==> src/rtl/scmp_bus_adapter_pkg.sv <==
// Shared types and constants for the scmp bus adapter: FSM encoding, flag
// bit positions inside bus_flags, and the read data returned on an aborted request.
package scmp_bus_pak;

   typedef enum logic [2:0] {
      IDLE = 3'd0,
      ADDR = 3'd1,
      WAIT = 3'd2,
      REQ  = 3'd3,
      DONE = 3'd4
   } BUS_ST_t;

   localparam int FLG_IX_R = 0;
   localparam int FLG_IX_I = 1;
   localparam int FLG_IX_D = 2;
   localparam int FLG_IX_H = 3;

   localparam logic [7:0] BUS_ABORT_DATA = 8'hFF;

endpackage

==> src/rtl/reg8.sv <==
// 8-bit load-enable register with asynchronous active-low clear.
module reg8 (
   input  logic       clk,
   input  logic       rst_n,
   input  logic       i_en,
   input  logic [7:0] i_d,
   output logic [7:0] o_q
);

   logic [7:0] r_q;

   always_ff @(posedge clk or negedge rst_n) begin
      if (!rst_n)    r_q <= '0;
      else if (i_en) r_q <= i_d;
   end

   assign o_q = r_q;

endmodule

==> src/rtl/scmp_bus_timer.sv <==
// Loadable down-counter that saturates at zero; o_term flags the zero count.
module scmp_bus_timer #(
   parameter int W = 8
) (
   input  logic         clk,
   input  logic         rst_n,
   input  logic         i_load,
   input  logic [W-1:0] i_load_val,
   input  logic         i_en,
   output logic         o_term
);

   logic [W-1:0] r_count;

   always_ff @(posedge clk or negedge rst_n) begin
      if (!rst_n)                          r_count <= '0;
      else if (i_load)                     r_count <= i_load_val;
      else if (i_en && (r_count != '0))    r_count <= r_count - 1'b1;
   end

   assign o_term = (r_count == '0);

endmodule

==> src/rtl/scmp_bus_adapter.sv <==
// Demultiplexes the scmp core's 8-bit data / 12-bit address bus into a flat
// 16-bit memory request with a valid/ready handshake and a core stall.
module scmp_bus_adapter
   import scmp_bus_pak::*;
#(
   parameter int TIMEOUT  = 255,
   parameter int MIN_WAIT = 0
) (
   input  logic        clk,
   input  logic        rst_n,
   input  logic [11:0] core_addr,
   input  logic [7:0]  core_d_o,
   input  logic        core_ads_n,
   input  logic        core_rd_n,
   input  logic        core_wr_n,
   output logic [7:0]  core_d_i,
   output logic        core_hold,
   output logic        mem_req,
   output logic        mem_we,
   output logic [15:0] mem_addr,
   output logic [7:0]  mem_wdata,
   input  logic        mem_ready,
   input  logic [7:0]  mem_rdata,
   output logic [3:0]  bus_flags,
   output logic        bus_err,
   output logic [2:0]  dbg_state
);

   localparam int              TW      = $clog2(TIMEOUT + 1);
   localparam logic [TW-1:0]   REQ_LD  = TW'(TIMEOUT - 1);
   localparam logic [3:0]      WAIT_LD = (MIN_WAIT > 0) ? 4'(MIN_WAIT - 1) : 4'd0;

   BUS_ST_t    r_state, w_next;
   logic       r_mem_we, r_bus_err;
   logic [3:0] r_bus_flags;
   logic [7:0] w_addr_lo, w_addr_hi, w_rd_d;
   logic       w_strobe, w_ads, w_latch_addr, w_take_strobe, w_both_low;
   logic       w_xfer_done, w_abort, w_wait_term, w_req_term;
   logic       w_wait_load, w_req_load, w_wr_latch, w_rd_latch;

   // Handshake: mem_req is valid for the whole REQ state; a cycle with
   // mem_req=1 and mem_ready=1 at the rising edge completes the transfer.
   assign w_strobe      = ~core_rd_n | ~core_wr_n;
   assign w_both_low    = ~core_rd_n & ~core_wr_n;
   assign w_ads         = ~core_ads_n;
   assign w_latch_addr  = w_ads && (r_state == IDLE || r_state == ADDR || r_state == DONE);
   assign w_take_strobe = (r_state == ADDR) && !w_ads && w_strobe;
   assign w_xfer_done   = (r_state == REQ) && mem_ready;
   assign w_abort       = (r_state == REQ) && !mem_ready && w_req_term;
   assign w_wait_load   = w_take_strobe && (MIN_WAIT > 0);
   assign w_req_load    = (w_take_strobe && (MIN_WAIT == 0)) || ((r_state == WAIT) && w_wait_term);
   assign w_wr_latch    = w_take_strobe && ~core_wr_n && core_rd_n;
   assign w_rd_latch    = (w_xfer_done && !r_mem_we) || w_abort;
   assign w_rd_d        = w_abort ? BUS_ABORT_DATA : mem_rdata;

   always_comb begin
      w_next = r_state;
      case (r_state)
         IDLE: if (w_ads) w_next = ADDR;
         ADDR: begin
            if (w_ads)         w_next = ADDR;
            else if (w_strobe) w_next = (MIN_WAIT > 0) ? WAIT : REQ;
         end
         WAIT: if (w_wait_term) w_next = REQ;
         REQ:  if (mem_ready || w_abort) w_next = DONE;
         DONE: begin
            if (w_ads)          w_next = ADDR;
            else if (!w_strobe) w_next = IDLE;
         end
         default: w_next = IDLE;
      endcase
   end

   always_ff @(posedge clk or negedge rst_n) begin
      if (!rst_n) begin
         r_state     <= IDLE;
         r_mem_we    <= 1'b0;
         r_bus_err   <= 1'b0;
         r_bus_flags <= '0;
      end else begin
         r_state <= w_next;
         if (w_take_strobe) r_mem_we <= ~core_wr_n & core_rd_n;
         if ((w_take_strobe && w_both_low) || w_abort) r_bus_err <= 1'b1;
         if (w_latch_addr) begin
            r_bus_flags[FLG_IX_H] <= core_d_o[7];
            r_bus_flags[FLG_IX_D] <= core_d_o[6];
            r_bus_flags[FLG_IX_I] <= core_d_o[5];
            r_bus_flags[FLG_IX_R] <= core_d_o[4];
         end
      end
   end

   scmp_bus_timer #(.W(4)) u_wait_tmr (
      .clk(clk), .rst_n(rst_n), .i_load(w_wait_load), .i_load_val(WAIT_LD),
      .i_en(r_state == WAIT), .o_term(w_wait_term)
   );

   scmp_bus_timer #(.W(TW)) u_req_tmr (
      .clk(clk), .rst_n(rst_n), .i_load(w_req_load), .i_load_val(REQ_LD),
      .i_en(r_state == REQ), .o_term(w_req_term)
   );

   reg8 u_addr_lo (.clk(clk), .rst_n(rst_n), .i_en(w_latch_addr),
                   .i_d(core_addr[7:0]), .o_q(w_addr_lo));
   reg8 u_addr_hi (.clk(clk), .rst_n(rst_n), .i_en(w_latch_addr),
                   .i_d({core_d_o[3:0], core_addr[11:8]}), .o_q(w_addr_hi));
   reg8 u_wdata   (.clk(clk), .rst_n(rst_n), .i_en(w_wr_latch),
                   .i_d(core_d_o), .o_q(mem_wdata));
   reg8 u_rdata   (.clk(clk), .rst_n(rst_n), .i_en(w_rd_latch),
                   .i_d(w_rd_d), .o_q(core_d_i));

   // Hold is combinational from the strobes so the core stalls in the strobe cycle itself.
   assign core_hold = ((r_state == ADDR) && w_strobe) || (r_state == WAIT) || (r_state == REQ);
   assign mem_req   = (r_state == REQ);
   assign mem_we    = r_mem_we;
   assign mem_addr  = {w_addr_hi, w_addr_lo};
   assign bus_flags = r_bus_flags;
   assign bus_err   = r_bus_err;
   assign dbg_state = r_state;

endmodule
==> config.mk <==
export PLATFORM = sky130hd
export DESIGN_NAME = scmp_bus_adapter
export DESIGN_NICKNAME = d
export VERILOG_FILES = /design/src/rtl/scmp_bus_adapter_pkg.sv /design/src/rtl/reg8.sv /design/src/rtl/scmp_bus_timer.sv /design/src/rtl/scmp_bus_adapter.sv
export SDC_FILE = /design/constraint.sdc
export NUM_CORES = 1
export LEC_CHECK = 0
export ABC_AREA = 1
export CELL_PAD_IN_SITES_DETAIL_PLACEMENT = 1
export CELL_PAD_IN_SITES_GLOBAL_PLACEMENT = 2
export CORE_MARGIN = 8
export CORE_UTILIZATION = 23
export DETAILED_ROUTE_END_ITERATION = 10
export HOLD_SLACK_MARGIN = 0.08
export PLACE_DENSITY_LB_ADDON = 0.05
export SLEW_MARGIN = 20
export SYNTH_ARGS = -nofsm -noshare
export SYNTH_HDL_FRONTEND = slang
export SYNTH_SLANG_ARGS = --single-unit
==> constraint.sdc <==
create_clock -name clk -period 1.33 [get_ports clk]
set_input_delay 0.266 -clock clk [delete_from_list [all_inputs] [get_ports clk]]
set_output_delay 0.266 -clock clk [all_outputs]
set_load 0.02 [all_outputs]
==> Implementation_results.wiki <==
{| class="wikitable"
! Metric !! Value
|-
| Count of nets after finishing || 456
|-
| Number of rows created at floorplan || 37
|-
| Most common cell in the netlist || sky130_fd_sc_hd__nand2_1
|-
| Peak supply drop || 769 µV
|-
| Post-synthesis instance total || 283
|-
| Final critical-path setup slack || -0.216 ns
|-
| Final weighted congestion in routability-driven placement || 0.712
|-
| Final-report hold violation count || 0
|-
| Endpoint required time on the critical path || 1.06 ns
|-
| Layout Skew || 0.00610 ns
|-
| Critical Path AT || 1.28 ns
|-
| CP Capture Type || output pin
|-
| Share of synthesized area occupied by flip-flops and latches || 55.7%
|-
| Class of the tightest hold or removal check || in -> async
|-
| Sum of overflow across all layers after global routing || 0
|-
| Primary FF master, synth || sky130_fd_sc_hd__dfrtp_1
|-
| Number of antenna violations at the first check in global routing || 0
|-
| Largest net degree at the start of global routing || 47
|-
| Timing-limited maximum frequency || 647 MHz
|-
| Pin slew with the least headroom to its limit || 0.538 ns
|-
| Total Routing Usage GR || 11.7%
|-
| Die footprint || 13,900 µm²
|-
| Horizontal die dimension || 118 µm
|-
| Multi-input combinational cell area || 1210 µm²
|-
| Number of pins with negative max-slew slack in the final report || 0
|-
| Power density of the placed cells || 2160 nW/µm²
|-
| Setup-violating endpoint count in the final report || 54
|-
| Number of flip-flops and latches in the synthesized netlist || 53
|-
| CTS Sinks || 53
|-
| Worst hold slack || 0.377 ns
|-
| Via-per-instance ratio || 4.25
|-
| Count of inserted antenna diode cells || 0
|-
| TritonCTS clock tree || built
|-
| Share of synthesized flip-flops with an asynchronous set or reset || 100%
|-
| Maximum fanout count along the critical path || 4
|-
| Kind of critical path || reg -> out
|-
| Clk pin slew, worst setup/hold paths || 0.10 ns
|-
| Violation count after the first detailed-route iteration || 69
|-
| Ratio of cells with drive above 1 in the final layout || 36.2%
|-
| Number of I/O pins || 77
|-
| Half-perimeter wire length after detailed placement || 5580 µm
|-
| Unique masters post-synth || 24
|-
| Sequential cell area || 1330 µm²
|-
| Leading post-synthesis cells by instance count || sky130_fd_sc_hd__nand2_1, sky130_fd_sc_hd__dfrtp_1, sky130_fd_sc_hd__inv_1
|-
| Number of fill cells in the layout || 1,185
|-
| Die Y || 118 µm
|-
| Clock root cell || sky130_fd_sc_hd__clkbuf_8
|-
| Remaining max-slew budget at the tightest pin || 64.0%
|-
| Logic depth of the worst register-to-register path || 8
|-
| Core region area || 10,200 µm²
|-
| Yosys warning count || 0
|-
| Net Count, Synth || 320
|-
| Clock latency reported for the late side of the worst-skew pair || 0.31 ns
|-
| Vias in the first global route || 2,567
|-
| Met1 routing resource usage after global routing || 13.8%
|-
| RSZ-0062 raised after global routing || yes
|-
| Layout Utilization || 41.7%
|-
| Max H-tree Level || 2
|-
| Fraction of the cycle the final worst path needs || 116%
|-
| Drt drc || 0
|-
| Number of max-capacitance violations reported || 0
|-
| Cell leakage power || 2.07 nW
|-
| Count of buffers inserted at the top-level ports || 76
|-
| Area growth syn-to-layout || 78.3%
|-
| Global routing usage on met3 || 3.88%
|-
| Post-synth top area share || 55.7%
|-
| Average footprint of a synthesized cell || 8.41 µm²
|-
| Number of flops mapped to enable cells by yosys || 0
|-
| Starting utilization of the core area || 23.4%
|-
| Detailed-routing iteration count for the pre-antenna-repair pass || 4
|-
| ANT nets after route || 0
|-
| Total CTS buffers || 5
|-
| Maximum buffer depth of the clock tree || 2
|-
| Post-detailed-routing wire length || 8020 µm
|-
| Violated checks || negative setup slack
|-
| Drt wl/cell || 14.4 µm
|-
| Most area-hungry cell type in the Yosys netlist || sky130_fd_sc_hd__dfrtp_1
|-
| GRT met2 Usage || 20.0%
|-
| Wire length of the first global-routing pass || 13,300 µm
|-
| Synth area leaders || sky130_fd_sc_hd__dfrtp_1, sky130_fd_sc_hd__nand2_1, sky130_fd_sc_hd__inv_1, sky130_fd_sc_hd__o21ai_0, sky130_fd_sc_hd__nor2_1
|-
| Crit start category || flip-flop
|-
| Syn Std Cell Area || 2380 µm²
|-
| Min cycle time layout || 1.55 ns
|-
| Run status || finished, violations left
|-
| Peak-usage layer in the global routing report || met2
|-
| Vias post-DR || 2,365
|}
-- routing by layer --
layer	share of wire, %	up-vias	wire length, µm
met5	0	-	0
met4	0.94	0	75
li1	-	1165	-
met3	5.9	5	473
met2	50	51	4040
met1	43	1144	3420
-- final cells by class --
cell class | count | share of cell area, %
Inverter | 42 | 4.13
Clock inverter | 2 | 0.825
Timing Repair Buffer | 131 | 29.5
Sequential cell | 53 | 31.3
Tap cell | 136 | 4.01
Multi-Input combinational cell | 186 | 28.5
Clock buffer | 6 | 1.71
-- cell usage in the layout, fill, tap and decap left out, types with 2 or more instances in the layout --
cell	synthesis	layout
sky130_fd_sc_hd__nand2_1	73	48
sky130_fd_sc_hd__nand3b_1	3	3
sky130_fd_sc_hd__o21ai_2	1	13
sky130_fd_sc_hd__ha_1	3	2
sky130_fd_sc_hd__nand4_1	3	3
sky130_fd_sc_hd__xor2_1	2	2
sky130_fd_sc_hd__inv_2	4	4
sky130_fd_sc_hd__buf_12	0	4
sky130_fd_sc_hd__inv_1	38	35
sky130_fd_sc_hd__clkbuf_8	0	5
sky130_fd_sc_hd__o21ai_4	0	2
sky130_fd_sc_hd__nand2_2	2	17
sky130_fd_sc_hd__clkbuf_2	0	6
sky130_fd_sc_hd__dlygate4sd2_1	0	16
sky130_fd_sc_hd__nor2_2	1	3
sky130_fd_sc_hd__clkdlybuf4s15_1	0	16
sky130_fd_sc_hd__nand3_2	1	6
sky130_fd_sc_hd__nand2_4	0	10
sky130_fd_sc_hd__nor2_4	2	7
sky130_fd_sc_hd__buf_4	0	34
sky130_fd_sc_hd__dfrtp_1	53	50
sky130_fd_sc_hd__buf_6	1	20
sky130_fd_sc_hd__o21ai_0	28	8
sky130_fd_sc_hd__a21oi_2	0	4
sky130_fd_sc_hd__dfrtp_2	0	3
sky130_fd_sc_hd__nor2_1	27	20
sky130_fd_sc_hd__inv_4	0	2
sky130_fd_sc_hd__nand3_1	14	9
sky130_fd_sc_hd__o21ai_1	15	21
sky130_fd_sc_hd__nand2_8	0	3
sky130_fd_sc_hd__clkdlybuf4s50_1	0	32
-- worst max-delay path, stage by stage (launching register included) --
cell and delay (ns):
sky130_fd_sc_hd__dfrtp_2 0.45, sky130_fd_sc_hd__inv_2 0.06, sky130_fd_sc_hd__nand3_2 0.07, sky130_fd_sc_hd__inv_2 0.05
sky130_fd_sc_hd__a21oi_2 0.13, sky130_fd_sc_hd__nand2_1 0.08, sky130_fd_sc_hd__buf_6 0.13
-- timing repair --
action                                 CTS  global route
hold buffers                             1             0
cloned                                   3             1
pin swaps                               13            14
endpoints found under the hold margin    7             0
gates resized for setup                102           116
setup endpoints to repair               93            77
setup buffers                           11             9
-- state kept, by name, indices dropped and copies added, names as in the netlist --
name and cells:
bus_err 1, bus_flags 4, dbg_state 3, mem_we 1, u_addr_hi.o_q 8, u_addr_lo.o_q 8
u_rdata.o_q 8, u_req_tmr.r_count 8, u_wait_tmr.r_count 4, u_wdata.o_q 8
-- final timing paths --
check | start | to | slack, ns
min in group clk | core_addr[6] | u_addr_lo.o_q[6] | 0.49
min reg2reg | u_addr_hi.o_q[3] | u_addr_hi.o_q[3] | 0.49
max reg2reg | dbg_state[1] | u_wdata.o_q[5] | -0.14
min | rst_n | u_addr_lo.o_q[5] | 0.38
max in group asynchronous | rst_n | u_rdata.o_q[3] | 0.40
max | dbg_state[2] | core_hold | -0.22
-- cells by family (layout without fill, tap and decap cells) --
kind of cell,after synthesis,after routing,share of synthesized area [%]
compound gates,50,50,10.8
simple gates,128,131,23.2
fa+ha+maj,3,3,1.58
buf+inv,47,181,7.93
xor+xnor,2,2,0.736
flops,53,53,55.7
-- report_power, final --
group	internal, W	switching [W]
registers	0.00230	0.000444
clock network	0.000560	0.000541
logic	0.00246	0.00286
total	0.00532	0.00384
-- stage by stage --
step	std cells	power, W	TNS, ns	instance area (µm²)	worst slack [ns]
4_1_cts	548	0.00865	-5.59	3930	-0.238
5_1_grt	556	0.00987	-9.99	4250	-0.313
6_report	556	0.00916	-5.85	4250	-0.216
2_1_floorplan	283	0.00483	-0.0208	2390	-0.0208
3_5_place_dp	526	0.00726	-8.75	3600	-0.638
3_3_place_gp	526	0.00721	-7.90	3600	-0.628
Power figures use the tool's default switching activity.
==> RTL change (same flow settings) <==
Register the output `bus_flags` once more, cleared by the reset; this adds one clock of latency there. The other outputs are not delayed to match.
--- a/src/rtl/scmp_bus_adapter.sv
+++ b/src/rtl/scmp_bus_adapter.sv
@@ -114,7 +114,13 @@
    assign mem_req   = (r_state == REQ);
    assign mem_we    = r_mem_we;
    assign mem_addr  = {w_addr_hi, w_addr_lo};
-   assign bus_flags = r_bus_flags;
+   always_ff @(posedge clk or negedge rst_n) begin
+      if (!rst_n) begin
+         bus_flags <= '0;
+      end else begin
+         bus_flags <= r_bus_flags;
+      end
+   end
    assign bus_err   = r_bus_err;
    assign dbg_state = r_state;
 
Behaviour: not the same (Yosys sat finds a counterexample within 4 cycles, from zero or initial values and one cycle with rst_n low).
==> RTL change against the original RTL <==
  * The flow still finishes with violations (negative setup slack)
  * Critical path depth is 2 lower
  * Routed wire length rose by 4.3%
  * Final area grew 7.5%
  * Hold slack better by 0.0036 ns
  * Worst setup slack improved by 0.10 ns
  * Global-route usage increased by 0.17 points
  * Sequential cell count up 4
  * Core utilization increased by 0.61 points
  * Total power rose by 8.7%
  * Area after synthesis increased by 6.3%
==> RTL change: results (changes against the original RTL) <==
status finished with violations (unchanged); failing checks negative setup slack (unchanged); sequential share of power 0.284 (was 0.299); GR Util met1 0.137 (was 0.138); DP Cell Count 551 (was 526); first-pass GRT wire length 13.7 mm (was 13.3 mm); Int Pwr 0.00594 W (was 0.00532 W); WL met3 546 um (was 473 um); via count 2,471 (was 2,365); num sequential 57 (was 53); share of cells above drive strength 1 0.402 (was 0.362); fraction of area in multi-input gates 0.282 (was 0.285); final worst slack -0.114 ns (was -0.216 ns); clock-cell share of area 0.0504 (was 0.0253); most frequent cells after synthesis 69 x nand2_1, 57 x dfrtp_1, 46 x inv_1 (was 73 x nand2_1, 53 x dfrtp_1, 38 x inv_1); Final setup viols 35 (was 54); main area contributors after synthesis dfrtp_1 56%, nand2_1 10%, inv_1 6.8% (was dfrtp_1 56%, nand2_1 12%, inv_1 6.0%); Worst path slowest cell dfrtp_1 (was dfrtp_2); routed length on met1 3.52 mm (was 3.42 mm); Pleak 2.22 nW (was 2.07 nW); Final nets 477 (was 456); Non-Filler Instances 585 (was 556); Storage cell area 1430 sq um (was 1330 sq um); total CTS buffers 9 (was 5); Critical Path Max Stage Delay 0.39 ns (was 0.45 ns); Clock Skew 0.0131 ns (was 0.00610 ns); Clock Latency Late Sink 0.33 ns (was 0.31 ns); clock-pin transition on the worst setup and hold timing paths 0.06 ns (was 0.10 ns); inverters 50 (was 42); DRT Wirelength 8.36 mm (was 8.02 mm); clk_buf instances 12 (was 6); worst r2r dst u_req_tmr.r_count[6]$_DFFE_PN0P_ (was u_wdata.o_q[5]$_DFFE_PN0P_); Buffers excl. clock 136 (was 131)
RTL change: repair_timing:
item                                    in CTS  in global routing
buffers inserted                             6                  9
hold endpoints to repair                    57                  0
cloned                                       3                  0
hold buffers                                 1                  0
gates resized for setup                    136                109
endpoints found under the setup margin      74                 82
pin swaps                                   19                 29
RTL change: cell families (layout without fill, tap and decap cells):
group                      count (synthesis)  in the layout  share of synthesized area
DFF                                       57             57                      0.564
AOI/OAI and AO/OA                         47             47                     0.0949
xor gates and xnor gates                   1              1                    0.00346
adders and majority gates                  3              3                     0.0148
and+or+nand+nor                          133            135                      0.236
buffers and inverters                     55            202                     0.0870
RTL change: stage by stage:
step / cell area [sq um] / hold WS, ns / power [W] / TNS [ns]
final: 4560 / 0.380 / 0.00996 / -1.52
after global routing: 4560 / 0.390 / 0.0106 / -5.67
after CTS: 4260 / 0.383 / 0.00944 / -0.706
after detailed placement: 3790 / 0.305 / 0.00726 / -8.46
after global placement: 3790 / 0.308 / 0.00722 / -7.55
after floorplan: 2530 / -0.0296 / 0.00483 / 0
RTL change: worst max-delay path by stage:
stage | endpoint | slack, ns | depth (start not counted)
after CTS | core_hold | -0.16 | 4
after detailed placement | core_hold | -0.61 | 5
final | core_hold | -0.11 | 4
after floorplan | u_rdata.o_q[0]$_DFFE_PN0P_ | 0.01 | 5
after global routing | core_hold | -0.19 | 4
after global placement | core_hold | -0.61 | 5
RTL change: worst register-to-register path: stages (launching register included):
cell        delay (ns)
dfrtp_1           0.43
buf_6             0.16
inv_4             0.05
nand3_4           0.08
nor2_4            0.14
nand2_2           0.10
nand2_4           0.11
clkinvlp_4        0.17
nand3_2           0.11
